## src/rtl/pulse_burst_scheduler.sv

```systemverilog
// Radar burst sequencer: latches a parameter set on cfg_wr, arms against system time,
// then drives tx_gate / rx_blank / pulse strobes. Optional macro PULSE_SCHED_REPEAT_EN repeats the burst.
module pulse_burst_scheduler #(
  parameter int CNT_W = 32,
  parameter int NP_W  = 16
) (
  input  logic             clk,
  input  logic             rst,
  input  logic             cfg_wr,
  input  logic             abort,
  input  logic [63:0]      sys_time,
  input  logic [63:0]      time_start,
  input  logic [NP_W-1:0]  n_impulse,
  input  logic [7:0]       type_impulse,
  input  logic [CNT_W-1:0] interval_ti,
  input  logic [CNT_W-1:0] interval_tp,
  input  logic [CNT_W-1:0] tblank1,
  input  logic [CNT_W-1:0] tblank2,
  output logic             tx_gate,
  output logic             rx_blank,
  output logic             pulse_start,
  output logic [7:0]       pulse_type,
  output logic [NP_W-1:0]  pulse_idx,
  output logic             busy,
  output logic             done,
  output logic             cfg_err,
  output logic             late
);

  typedef enum logic [1:0] {IDLE, ARMED, PULSE, GAP} state_t;

`ifdef PULSE_SCHED_REPEAT_EN
  localparam bit REPEAT = 1'b1;
`else
  localparam bit REPEAT = 1'b0;
`endif

  state_t           state;
  logic [63:0]      sh_start;
  logic [NP_W-1:0]  sh_n;
  logic [7:0]       sh_type;
  logic [CNT_W-1:0] sh_ti;
  logic [CNT_W-1:0] sh_tp;
  logic [CNT_W-1:0] sh_tb1;
  logic [CNT_W-1:0] sh_tb2;
  logic [CNT_W-1:0] cnt;
  logic             first_armed;

  logic             cfg_valid;
  logic             start_now;
  logic             last_pulse;
  logic             more_pulses;
  logic [CNT_W-1:0] gap_len;

  assign cfg_valid   = (n_impulse != '0) && (interval_ti != '0) && (interval_tp > interval_ti);
  assign start_now   = (sh_start == 64'd0) || (sys_time >= sh_start);
  assign last_pulse  = (pulse_idx == sh_n - 1'b1);
  assign more_pulses = REPEAT || !last_pulse;
  assign gap_len     = sh_tp - sh_ti;
  assign busy        = (state != IDLE);

  // Blank ahead of the start time once the remaining distance drops to tblank1.
  function automatic logic pre_blank(input logic [63:0] now, input logic [63:0] ts,
                                     input logic [CNT_W-1:0] tb1);
    return (tb1 != '0) && (now + 64'(tb1) >= ts);
  endfunction

  // c is the gap down-counter value of the cycle being produced: c+1 cycles remain.
  function automatic logic gap_blank(input logic [CNT_W-1:0] c, input logic [CNT_W-1:0] glen,
                                     input logic more, input logic [CNT_W-1:0] tb1,
                                     input logic [CNT_W-1:0] tb2);
    logic [CNT_W-1:0] elapsed;
    elapsed = glen - 1'b1 - c;
    return (elapsed < tb2) || (more && (c < tb1));
  endfunction

  always_ff @(posedge clk or posedge rst) begin
    if (rst) begin
      state       <= IDLE;
      sh_start    <= '0;
      sh_n        <= '0;
      sh_type     <= '0;
      sh_ti       <= '0;
      sh_tp       <= '0;
      sh_tb1      <= '0;
      sh_tb2      <= '0;
      cnt         <= '0;
      first_armed <= 1'b0;
      tx_gate     <= 1'b0;
      rx_blank    <= 1'b0;
      pulse_start <= 1'b0;
      pulse_type  <= '0;
      pulse_idx   <= '0;
      done        <= 1'b0;
      cfg_err     <= 1'b0;
      late        <= 1'b0;
    end else begin
      pulse_start <= 1'b0;
      done        <= 1'b0;
      if (cfg_wr) begin
        sh_start <= time_start;
        sh_n     <= n_impulse;
        sh_type  <= type_impulse;
        sh_ti    <= interval_ti;
        sh_tp    <= interval_tp;
        sh_tb1   <= tblank1;
        sh_tb2   <= tblank2;
        tx_gate  <= 1'b0;
        if (cfg_valid) begin
          state       <= ARMED;
          cfg_err     <= 1'b0;
          late        <= 1'b0;
          pulse_idx   <= '0;
          first_armed <= 1'b1;
          rx_blank    <= pre_blank(sys_time, time_start, tblank1);
        end else begin
          state    <= IDLE;
          cfg_err  <= 1'b1;
          rx_blank <= 1'b0;
        end
      end else if (abort) begin
        state    <= IDLE;
        tx_gate  <= 1'b0;
        rx_blank <= 1'b0;
      end else begin
        case (state)
          IDLE: begin
            tx_gate  <= 1'b0;
            rx_blank <= 1'b0;
          end
          ARMED: begin
            first_armed <= 1'b0;
            if (first_armed && (sh_start != 64'd0) && (sys_time > sh_start))
              late <= 1'b1;
            if (start_now) begin
              state       <= PULSE;
              tx_gate     <= 1'b1;
              rx_blank    <= 1'b1;
              pulse_start <= 1'b1;
              pulse_type  <= sh_type;
              cnt         <= sh_ti - 1'b1;
            end else begin
              rx_blank <= pre_blank(sys_time, sh_start, sh_tb1);
            end
          end
          PULSE: begin
            if (cnt == '0) begin
              state    <= GAP;
              tx_gate  <= 1'b0;
              cnt      <= gap_len - 1'b1;
              rx_blank <= gap_blank(gap_len - 1'b1, gap_len, more_pulses, sh_tb1, sh_tb2);
            end else begin
              cnt <= cnt - 1'b1;
            end
          end
          GAP: begin
            if (cnt == '0) begin
              if (last_pulse) begin
                done <= 1'b1;
`ifdef PULSE_SCHED_REPEAT_EN
                // Restart on the same Tp grid with the index wrapped.
                pulse_idx   <= '0;
                state       <= PULSE;
                tx_gate     <= 1'b1;
                rx_blank    <= 1'b1;
                pulse_start <= 1'b1;
                pulse_type  <= sh_type;
                cnt         <= sh_ti - 1'b1;
`else
                state    <= IDLE;
                rx_blank <= 1'b0;
`endif
              end else begin
                pulse_idx   <= pulse_idx + 1'b1;
                state       <= PULSE;
                tx_gate     <= 1'b1;
                rx_blank    <= 1'b1;
                pulse_start <= 1'b1;
                pulse_type  <= sh_type;
                cnt         <= sh_ti - 1'b1;
              end
            end else begin
              cnt      <= cnt - 1'b1;
              rx_blank <= gap_blank(cnt - 1'b1, gap_len, more_pulses, sh_tb1, sh_tb2);
            end
          end
          default: state <= IDLE;
        endcase
      end
    end
  end

endmodule

```

## config.mk

```make
export PLATFORM = sky130hd
export DESIGN_NAME = pulse_burst_scheduler
export DESIGN_NICKNAME = d
export VERILOG_FILES = /design/src/rtl/pulse_burst_scheduler.sv
export SDC_FILE = /design/constraint.sdc
export NUM_CORES = 1
export LEC_CHECK = 0
export ABC_AREA = 0
export CAP_MARGIN = 20
export CORE_AREA = 8 8 339 259
export DETAILED_ROUTE_END_ITERATION = 10
export DIE_AREA = 0 0 347 267
export PLACE_DENSITY = 0.64
export SLEW_MARGIN = 5
export SYNTH_ARGS = -nofsm -noshare
export SYNTH_HDL_FRONTEND = slang
export SYNTH_SLANG_ARGS = --single-unit
```

## constraint.sdc

```tcl
create_clock -name clk -period 30.8 [get_ports clk]
set_clock_uncertainty 0.2 [all_clocks]
set_input_delay 9.24 -clock clk [delete_from_list [all_inputs] [get_ports clk]]
set_output_delay 9.24 -clock clk [all_outputs]
set_load 0.1 [all_outputs]
```

# == After elaboration in Yosys (flattened, before gate mapping) ==
# Cells that the tools add are included.
# op_classes
eq_ne,15
muxes,58
addsub,10
n_reduce_logical,35
magnitude_cmp,9
bitwise,2
# ops
op,count
>= comparator 64 bit,3
adder 64 x 32 -> 64 bit,2
< comparator 32 bit,4
two-way mux 32 bit,4
two-way mux 16 bit,6
one-hot mux 32 bit (3 select lines),1
nonzero test 32 bit,3
subtractor 32 x 1 -> 32 bit (second input constant),3
subtractor 32 bit,3
> comparator 64 bit,1
zero test 64 bit,1
nonzero test 64 bit,1
two-way mux 1 bit,33
> comparator 32 bit,1
zero test 32 bit,1
two-way mux 8 bit,3
adder 16 x 1 -> 16 bit (second input constant),1
equality test 16 bit,1
!= test 4 bit (second input constant),4
one-hot mux 8 bit (2 select lines),1
nonzero test 16 bit,1
subtractor 16 x 1 -> 16 bit (second input constant),1
two-way mux 2 bit,6
AND reduction 4 bit,3
19 further kinds,41
# totals
out_inout_bits,31
inputBits,284
word_cells,147
ff_bits,281

# == Depth between registers and ports, before layout ==
# Gate-level depths: netlist (run 1).
# logic_depth
word_depth,9
ltp_mapped,30
mapped_depth_nobuf,30

# == Least setup slack after synthesis (run 1) ==
# Ideal clock, no wire load.
# synth_timing
path_kind,input to register
startpoint,input sys_time[0]
endpoint,register rx_blank
setup_ns,0.124
slack_ns,16.562
path_stages,22
required_time_ns,30.476
arrival_ns,13.914
path_buffers,1
path_cell_list,ha_1 > fa_1 > a211oi_1 > o21ai_0 > a21boi_1 > o311a_1 > o31ai_1 > a221oi_1 > a211oi_1 > clkbuf_1 > o21bai_1 > xnor2_1 > ha_1 > nand4_1 > or2_2 > nor2_1 > nor3_1 > nand4bb_1 > or4_1 > o32ai_1 > nand4b_1 > a211o_1
# synth_between
elab_chain_cells,7
word_cells_on_any_way,13
classes_between,2 x add/sub; 3 x order compare; 5 x mux; 3 x reduce/logical
# synth_lines
element,line,rtl
"start, declared",11,"input logic [63:0] sys_time,"
adder 64 x 32 -> 64 bit,65,return (tb1 != '0) && (now + 64'(tb1) >= ts);
>= comparator 64 bit,65,
logical AND 1 bit,65,
two-way mux 1 bit,135,if (start_now) begin
one-hot mux 1 bit (4 select lines),126,case (state)
two-way mux 1 bit,121,end else if (abort) begin
two-way mux 1 bit (*),100,if (cfg_wr) begin
"end signal, assigned",115,"rx_blank <= pre_blank(sys_time, time_start, tblank1);"
"end signal, assigned",143,"rx_blank <= pre_blank(sys_time, sh_start, sh_tb1);"
"end signal, assigned",151,"rx_blank <= gap_blank(gap_len - 1'b1, gap_len, more_pulses, sh_tb1, sh_tb2);"
"end, declared",20,"output logic rx_blank,"
# Mark *: on every way between the ends. The rest lies on a longest branch, timed or not.
# A chain may end at the register's enable or synchronous reset.

# == Final worst setup path (run 1) ==
# Same ends and word-level chain as after synthesis.

==> results of run 1 <==
cells in the mapped netlist, drive strengths merged (9+ instances only):
library cell  instances  area (um^2)
inv                 351         1320
a31oi                24          150
nand2b               36          225
clkbuf               75          283
o21ai               288         1450
nor4                 86          551
and2                 17          106
dfrtp               281         7030
o21a                 29          218
a21o                127          953
or3                  15         93.8
ha                  449         5620
a211oi               38          285
nor3b                 9         67.6
nand4                86          538
nor2b                25          156
and3                 26          163
o31ai                20          150
a2111oi              16          140
o211ai               20          150
nor2                178          668
nand3                72          365
xor2                 94          823
nor3                 69          362
a21oi               210         1050
xnor2               150         1310
mux2                 67          754
o21bai               35          263
and4                 12          105
mux2i                18          180
nand2               341         1280
or4                  12         93.8
or2                  13         81.3
a221oi               26          228
o22ai                19          119
buf                  13         80.1
kinds of logic after synthesis:
| family | Yosys count | share of synthesized area |
|---|---|---|
| AOI/OAI and AO/OA | 937 | 0.208 |
| and+or+nand+nor | 1021 | 0.178 |
| DFF | 281 | 0.247 |
| xor gates and xnor gates | 244 | 0.0750 |
| muxes | 85 | 0.0328 |
| adders and majority gates | 453 | 0.200 |
| buffers and inverters | 439 | 0.0590 |
layer usage:
layer / GRT usage / part of all wire / wire length [um] / vias up
met5: 0 / 0.00065 / 64 / -
met4: 0.0500 / 0.024 / 2340 / 12
met3: 0.0431 / 0.075 / 7370 / 120
met2: 0.312 / 0.42 / 41500 / 786
met1: 0.295 / 0.48 / 47300 / 12700
li1: - / - / - / 13100
worst min path at each step:
| stage | start | end | slack [ps] |
|---|---|---|---|
| 5_1_grt | cfg_err | cfg_err | 310 |
| 3_3_place_gp | cfg_err | cfg_err | 260 |
| 6_report | cfg_err | cfg_err | 280 |
| 3_5_place_dp | cfg_err | cfg_err | 270 |
| 2_1_floorplan | first_armed | first_armed | 260 |
| 4_1_cts | cfg_err | cfg_err | 280 |
worst register-to-register path, cell delays in order, from the launching register on:
cell	delay [ps]
dfrtp_1	400
inv_1	120
ha_1	250
fa_1	430
a211oi_1	390
o21a_1	240
o31ai_1	190
a2111o_1	510
a41o_1	270
nor2_1	110
xnor2_1	230
ha_1	370
a21o_1	210
a21o_1	170
a21oi_1	210
o21ai_0	160
xnor2_1	150
ha_1	320
nand4_1	130
nor2_1	110
nand2_1	90
or3_1	360
a211oi_1	410
nor3_1	240
o311ai_0	690
nand4b_1	170
a211o_1	290
cell type report:
type	instances	area share
Timing Repair Buffer	330	0.0961
Clock inverter	16	0.00453
Sequential cell	281	0.207
Tap cell	1081	0.0398
Inverter	351	0.0390
Multi-Input combinational cell	2740	0.583
Antenna cell	4	0.000294
Clock buffer	48	0.0308
power by group through the flow:
stage	registers [mW]	clock network [mW]	logic (mW)
detailed placement	0.482	0	1.11
global route	0.485	0.471	1.27
global placement	0.481	0	1.09
CTS	0.476	0.456	1.12
finish	0.477	0.441	1.13
floorplan	0.513	0	0.780
sequential cells by signal, summed over array words and instances, names as in the netlist:
register / count
state: 2
sh_start: 64
cfg_err: 1
pulse_idx: 16
rx_blank: 1
tx_gate: 1
pulse_type: 8
late: 1
done: 1
pulse_start: 1
first_armed: 1
sh_tb1: 32
sh_tb2: 32
cnt: 32
sh_tp: 32
sh_ti: 32
sh_n: 16
sh_type: 8
per-stage QoR:
step | utilization | setup slack (ps)
finish | 0.411 | 15670
floorplan | - | 13610
detailed placement | 0.397 | 15150
global placement | 0.397 | 15150
CTS | 0.411 | 15760
global route | 0.411 | 15140
==> impl_metrics.ini, run 1 <==
[flow_run]
maxCapViolCount = 0

[synth]
syn-num-nets = 4197
synth_seq_area_share = 0.247
syn_avg_cell_area_um2 = 8.23
ys_types = 82
syn_area_um2 = 28500
synth_edf_count = 0
yosysWarnings = 0
async_flop_share = 1.00
ys_ff_latch = 281
postSynthCellCount = 3460
ys.flop_type = dfrtp_1

[min_path]
worstHoldPathType = reg2reg
min_path_cells = 1

[critical_path]
critPathRequiredTime_ps = 31060
crit_path_start = sys_time[0]
cp-endpoint = rx_blank
cp.depth = 23
worstPathArrival_ps = 15390
cp_slowest_stage_delay_ps = 630
startpoint_type = primary input
rr_worst_depth = 26
reg2reg_slack_ps = 23290
crit_path_cell_trace = clkdlybuf4s50_1 > ha_1 > fa_1 > a211oi_1 > o21ai_0 > a21boi_1 > o311a_1 > o31ai_1 > a221oi_1 > a211oi_2 > buf_4 > o211ai_1 > xnor2_1 > ha_1 > a21o_1 > a21oi_1 > nor2_1 > nor3_1 > nand4bb_1 > or4_1 > o32ai_1 > nand4b_1 > a211o_1
cp_top_family = compound AO/OA/AOI/OAI gates
critical_path_peak_fanout = 16
reg2reg_from = sh_ti[0]
crit_type = in2reg
cp_common_cell = ha_1
r2r-end = rx_blank
cp-end-kind = flip-flop
cp_slowest_cell = a221oi_1
worst-path-buf-inv = 2

[timing]
timing.hold.ws_ps = 277
final.min_clock_period_ps = 15130
worst_slew_pin_slew_ps = 1110
rsz0062_at_grt = false
max_freq_mhz = 66.1
slew_viol_final = 0
hold_violations = 0
relSlewSlack = 0.258
setup_tns_ps = 0
period_share = 0.491
setup_viol = 0

[power]
p_leak_nw = 15.7
power_mw = 2.05
p_per_area_nw_per_um2 = 60.3
power_frac_seq = 0.233
combPwrFrac = 0.552
switchingPower_mw = 0.896
vdd_drop_max_uv = 34.2
clkPwrFrac = 0.215
power.internal_mw = 1.15
swShare = 0.438

[clock_network]
root_buffer = clkbuf_16
htreeDepth = 2
cts_buffer_depth = 3
cts_setup_buffers = 0
cts_buffers = 36
cts.sinks = 281
insertion_delay_ps = 570
cts_resized = 0
tritoncts = built
cts_hold_buffers = 0
clkTransAtPathRegs_ps = 60

[cells_and_area]
register_area_um2 = 7030
fin_nets = 4477
final_common_cell = ha_1
syn2layout_area_growth_pct = 19.3
final_cell_area_um2 = 34000
final_cell_count_no_fill = 4851
multi_input_area_um2 = 19800
fill_cells = 8446
mostFrequentLayoutCells = ha_1 (449), inv_1 (349), nand2_1 (341)
drive_above_1_share = 0.0486

[global_routing]
antenna_found_initial = 9
grt_pass1_vias = 25700
grt_start_max_net_pins = 116
gr-total-overflow = 0
grt_pass1_wl_um = 151000
grt_use_total = 0.205

[routing]
drt_iter0_drc = 2192
wl_per_cell_um = 20.3
drc = 0
drtPass1Iterations = 6
vias = 26700
wl_um = 98600
antenna_left = 0
viasPerCell = 5.51

[die]
io_pins = 315
row_count = 92
die_h_um = 267
core_um2 = 82600
start_util = 0.345
fp.dieW_um = 347
fp.dieArea_um2 = 92600

[outcome]
status = finished clean

[placed_design]
port_buffers = 314
place_hpwl_um = 80500
placed_cell_area_um2 = 32800
gp_congestion = 0.902
dp_cells = 4783
(Power assumes the default switching activity.)
==> run 2, diff against run 1 <==
Settings changed: PLACE_DENSITY 0.64 to 0.66.
Clock period 30.8 ns to 12.9 ns, I/O delays scaled along.
==> run 2 against run 1 <==
Against the previous run: global-route usage about the same; power up 140%; final cell count about the same; sequential share of layout area about the same; hold slack better by 11 ps; sequential power up 140%; die area unchanged; worst setup slack worse by 13000 ps; critical path depth unchanged; register-to-register slack worse by 18000 ps; utilization about the same; sequential cell count unchanged; critical path type unchanged.
==> impl_metrics.ini, run 2 (synthesis results as in run 1) <==
[power]
p_per_area_nw_per_um2 = 144
clkPwrFrac = 0.216
power_frac_seq = 0.233
p_leak_nw = 15.7
vdd_drop_max_uv = 79.6
combPwrFrac = 0.551
swShare = 0.438
switchingPower_mw = 2.14
power.internal_mw = 2.75

[cells_and_area]
register_area_um2 = 7030
drive_above_1_share = 0.0494
syn2layout_area_growth_pct = 19.3
final_common_cell = ha_1
largest_reg_flops = 64
mostFrequentLayoutCells = ha_1 (449), inv_1 (349), nand2_1 (341)
top_register = sh_start
multi_input_area_um2 = 19800
fin_nets = 4478
final_cell_area_um2 = 34000
final_core_util = 0.411
fill_cells = 8405

[critical_path]
cp-endpoint = rx_blank
cp_slowest_cell = a221oi_1
crit_path_start = sys_time[0]
cp_common_cell = ha_1
worstPathArrival_ps = 10070
crit_path_cell_trace = clkdlybuf4s50_1 > ha_1 > fa_1 > a211oi_1 > o21ai_0 > a21boi_1 > o311a_1 > o31ai_1 > a221oi_1 > a211oi_2 > buf_4 > o211ai_1 > xnor2_1 > ha_1 > a21o_1 > a21oi_1 > nor2_1 > nor3_1 > nand4bb_1 > or4_1 > o32ai_1 > nand4b_1 > a211o_1
cp-end-kind = flip-flop
cp_slowest_stage_delay_ps = 630
r2r-end = rx_blank
critPathRequiredTime_ps = 13140
critical_path_peak_fanout = 16
crit_type = in2reg
startpoint_type = primary input
reg2reg_slack_ps = 5440
reg2reg_from = sh_ti[1]
rr_worst_depth = 29

[clock_network]
cts.sinks = 281
cts_setup_buffers = 0
cts_buffer_depth = 3
insertion_delay_ps = 560
cts_hold_buffers = 0
tritoncts = built
cts_buffers = 36
root_buffer = clkbuf_16
clkTransAtPathRegs_ps = 60
htreeDepth = 2
cts_resized = 0

[die]
core_um2 = 82600
row_count = 92
start_util = 0.345
fp.dieW_um = 347
fp.dieArea_um2 = 92600
die_h_um = 267
io_pins = 315

[timing]
setup_viol = 0
slew_viol_final = 0
finalWorstSetupSlack_ps = 3070
max_freq_mhz = 102
period_share = 0.762
final.min_clock_period_ps = 9830
worst_slew_pin_slew_ps = 1110
setup_tns_ps = 0
rsz0062_at_grt = false
relSlewSlack = 0.258
timing.hold.ws_ps = 287
hold_violations = 0

[routing]
viasPerCell = 5.50
vias = 26700
wl_per_cell_um = 20.3
wl_um = 98300
drc = 0
antenna_left = 0
drtPass1Iterations = 5
drt_iter0_drc = 2194

[global_routing]
antenna_found_initial = 7
grt_start_max_net_pins = 125
grt_use_total = 0.205
gr-total-overflow = 0
grt_pass1_wl_um = 151000
grt_pass1_vias = 25600

[placed_design]
placed_cell_area_um2 = 32800
port_buffers = 314
place_ws_ps = 2620
place_hpwl_um = 80300
gp_congestion = 0.927

[outcome]
status = finished clean

[flow_run]
maxCapViolCount = 0

[min_path]
worstHoldPathType = reg2reg
==> run 2: changes by cell type in the layout (fill, tap and decap cells not counted), sizes merged <==
cell | before | now
buf | 17 | 18
bufinv | 2 | 3
diode | 4 | 2
clkinvlp | 2 | 4
clkinv | 10 | 14
clkbuf | 48 | 41
inv | 353 | 352
==> run 2: layer usage <==
metal | vias up | share of wire | global-route usage | wire, um
met5 | - | 0.00080 | 0 | 79
met2 | 821 | 0.43 | 0.313 | 42100
met1 | 12600 | 0.48 | 0.292 | 46700
li1 | 13100 | - | - | -
met3 | 103 | 0.076 | 0.0482 | 7430
met4 | 12 | 0.020 | 0.0438 | 1920
==> run 2: how the worst min path moves through the flow <==
stage                      from          end  slack, ps  cells after the start
CTS                     cfg_err      cfg_err        290                      1
finish                  cfg_err      cfg_err        290                      1
global placement        cfg_err      cfg_err        270                      1
floorplan           first_armed  first_armed        260                      2
detailed placement      cfg_err      cfg_err        270                      1
global route         sh_type[7]   sh_type[7]        310                      1
==> run 2: power groups by stage <==
stage / clock (mW) / sequential [mW] / combinational (mW)
finish: 1.06 / 1.14 / 2.70
global placement: 0 / 1.15 / 2.61
detailed placement: 0 / 1.15 / 2.66
CTS: 1.09 / 1.14 / 2.68
floorplan: 0 / 1.22 / 1.86
global route: 1.12 / 1.16 / 3.02
==> run 2: area by class of cell <==
cell class | instances | share of cell area
multi-input combinational | 2740 | 0.582
sequential | 281 | 0.207
timing repair buffer | 331 | 0.0964
tap | 1081 | 0.0398
inverter | 351 | 0.0390
clock buffer | 41 | 0.0289
clock inverter | 22 | 0.00652
antenna | 2 | 0.000147
==> run 2: through the flow <==
stage / total power [mW] / instances
global placement: 3.76 / 4784
global route: 5.30 / 4847
floorplan: 3.09 / 3460
detailed placement: 3.81 / 4784
finish: 4.89 / 4849
CTS: 4.91 / 4847
==> run 2: worst max-delay path: cells and delay by family <==
family	cells	cell delay [ps]
and+or+nand+nor	5	1100
buffers and inverters	2	740
adders and majority gates	3	950
xor gates and xnor gates	1	150
AOI/OAI and AO/OA	12	3270
==> run 3, diff against run 2 <==
Clock period 12.9 ns to 8.1 ns, I/O delays scaled along.
==> run 3 against run 2 <==
Against the previous run: worst setup slack got worse by 2700 ps; final cell count increased by 1.8%; wire length decreased by 0.68%; largest cell class unchanged; critical path depth increased by 2; critical endpoint unchanged; non-clock buffer count increased by 90; clock power increased by 59%; largest power group unchanged; count of clock-buffer cells in the layout increased by 10; highest routed layer unchanged; die area unchanged; via count increased by 1.6%.
==> impl_metrics.ini, run 3 (synthesis results as in run 1) <==
[outcome]
status = finished clean

[timing]
slew_viol_final = 0
final.min_clock_period_ps = 7690
period_share = 0.950
rsz0062_at_grt = false
worst_slew_pin_slew_ps = 1170
setup_viol = 0
hold_violations = 0
max_freq_mhz = 130
relSlewSlack = 0.214

[cells_and_area]
final_common_cell = ha_1
drive_above_1_share = 0.0696
top_register = sh_start
final_cell_area_um2 = 34700
largest_reg_flops = 64
fill_cells = 8270
diodes = 0
register_area_um2 = 7030
syn2layout_area_growth_pct = 21.9
fin_nets = 4568
mostFrequentLayoutCells = ha_1 (449), inv_1 (349), nand2_1 (341)
multi_input_area_um2 = 19800

[clock_network]
root_buffer = clkbuf_16
htreeDepth = 2
insertion_delay_ps = 560
cts_buffer_depth = 3
tritoncts = built
cts_setup_buffers = 0
cts_buffers = 36
cts.sinks = 281
clkTransAtPathRegs_ps = 60

[critical_path]
startpoint_type = primary input
worst-path-buf-inv = 4
cp-end-kind = flip-flop
crit_type = in2reg
rr_worst_depth = 28
r2r-end = rx_blank
reg2reg_from = sh_ti[0]
worstPathArrival_ps = 7930
cp.depth = 25
cp_top_family = compound AO/OA/AOI/OAI gates
reg2reg_slack_ps = 810
cp_slowest_stage_delay_ps = 530
cp_slowest_cell = or4_1
critPathRequiredTime_ps = 8340
critical_path_peak_fanout = 5
cp_common_cell = buf_4

[die]
fp.dieW_um = 347
core_um2 = 82600
start_util = 0.345
io_pins = 315
die_h_um = 267
fp.dieArea_um2 = 92600
row_count = 92

[flow_run]
maxCapViolCount = 0

[global_routing]
grt_pass1_vias = 26200
antenna_found_initial = 6
grt_pass1_wl_um = 151000
gr-total-overflow = 0
grt_use_total = 0.203
grt_start_max_net_pins = 254

[min_path]
worstHoldPathType = reg2reg
hp-start = cfg_err
min_path_cells = 1
holdPathEnd = cfg_err

[routing]
vias = 27100
antenna_left = 0
wl_per_cell_um = 19.8
drt_iter0_drc = 2182
viasPerCell = 5.49
drtPass1Iterations = 8
wl_um = 97600
drc = 0

[placed_design]
place_hpwl_um = 79600
gp_congestion = 0.914
placed_cell_area_um2 = 33500
port_buffers = 314

[power]
vdd_drop_max_uv = 134
power_mw = 7.85
p_leak_nw = 16.1
p_per_area_nw_per_um2 = 226
## run 3: cell count changes in the layout (fill, tap and decap cells not counted), moves of 2 or more
| cell | delta |
|---|---|
| buf_12 | +4 |
| buf_4 | +86 |
| clkinvlp_4 | -2 |
| clkinv_4 | -6 |
| clkinv_2 | -4 |
| diode_2 | -2 |
| clkbuf_8 | +2 |
| clkbuf_1 | +8 |
## run 3: per-layer routing
metal	vias to the layer above	global-route usage	share of wire
li1	13300	-	-
met1	12800	0.280	0.46
met2	830	0.315	0.43
met3	136	0.0511	0.078
met4	10	0.0533	0.025
met5	-	0	0.00064
## run 3: final cells by class
cell class / count / share of cell area
timing repair buffer: 421 / 0.115
clock inverter: 9 / 0.00425
sequential: 281 / 0.203
clock buffer: 51 / 0.0299
tap: 1081 / 0.0390
multi-input combinational: 2740 / 0.571
inverter: 351 / 0.0381
## run 3: how the worst max path moves through the flow
stage | to | slack, ps | startpoint
final | rx_blank | 410 | sys_time[0]
after CTS | rx_blank | 250 | sys_time[0]
after global placement | rx_blank | -270 | sys_time[0]
after global routing | rx_blank | 60 | sys_time[4]
after floorplan | rx_blank | 670 | sys_time[0]
after detailed placement | rx_blank | -350 | sys_time[0]
## run 3: what timing repair did
action | CTS | global route
resized for setup | 0 | 5
hold buffers | 0 | 0
endpoints found under the setup margin | 0 | 1
## run 3: metrics by stage
stage / std cells / util / setup WS (ps) / hold slack [ps] / TNS (ps)
CTS: 4933 / 0.420 / 247 / 290 / 0
finish: 4934 / 0.420 / 408 / 285 / 0
floorplan: 3460 / - / 672 / 264 / 0
detailed placement: 4873 / 0.405 / -351 / 275 / -351
global route: 4934 / 0.420 / 64.6 / 321 / 0
global placement: 4873 / 0.405 / -267 / 270 / -267
## run 3: where the power goes
group	internal [mW]	total, mW	switching, mW
clock network	1.01	1.69	0.673
registers	1.60	1.81	0.207
logic	1.86	4.35	2.50
total	4.48	7.85	3.38
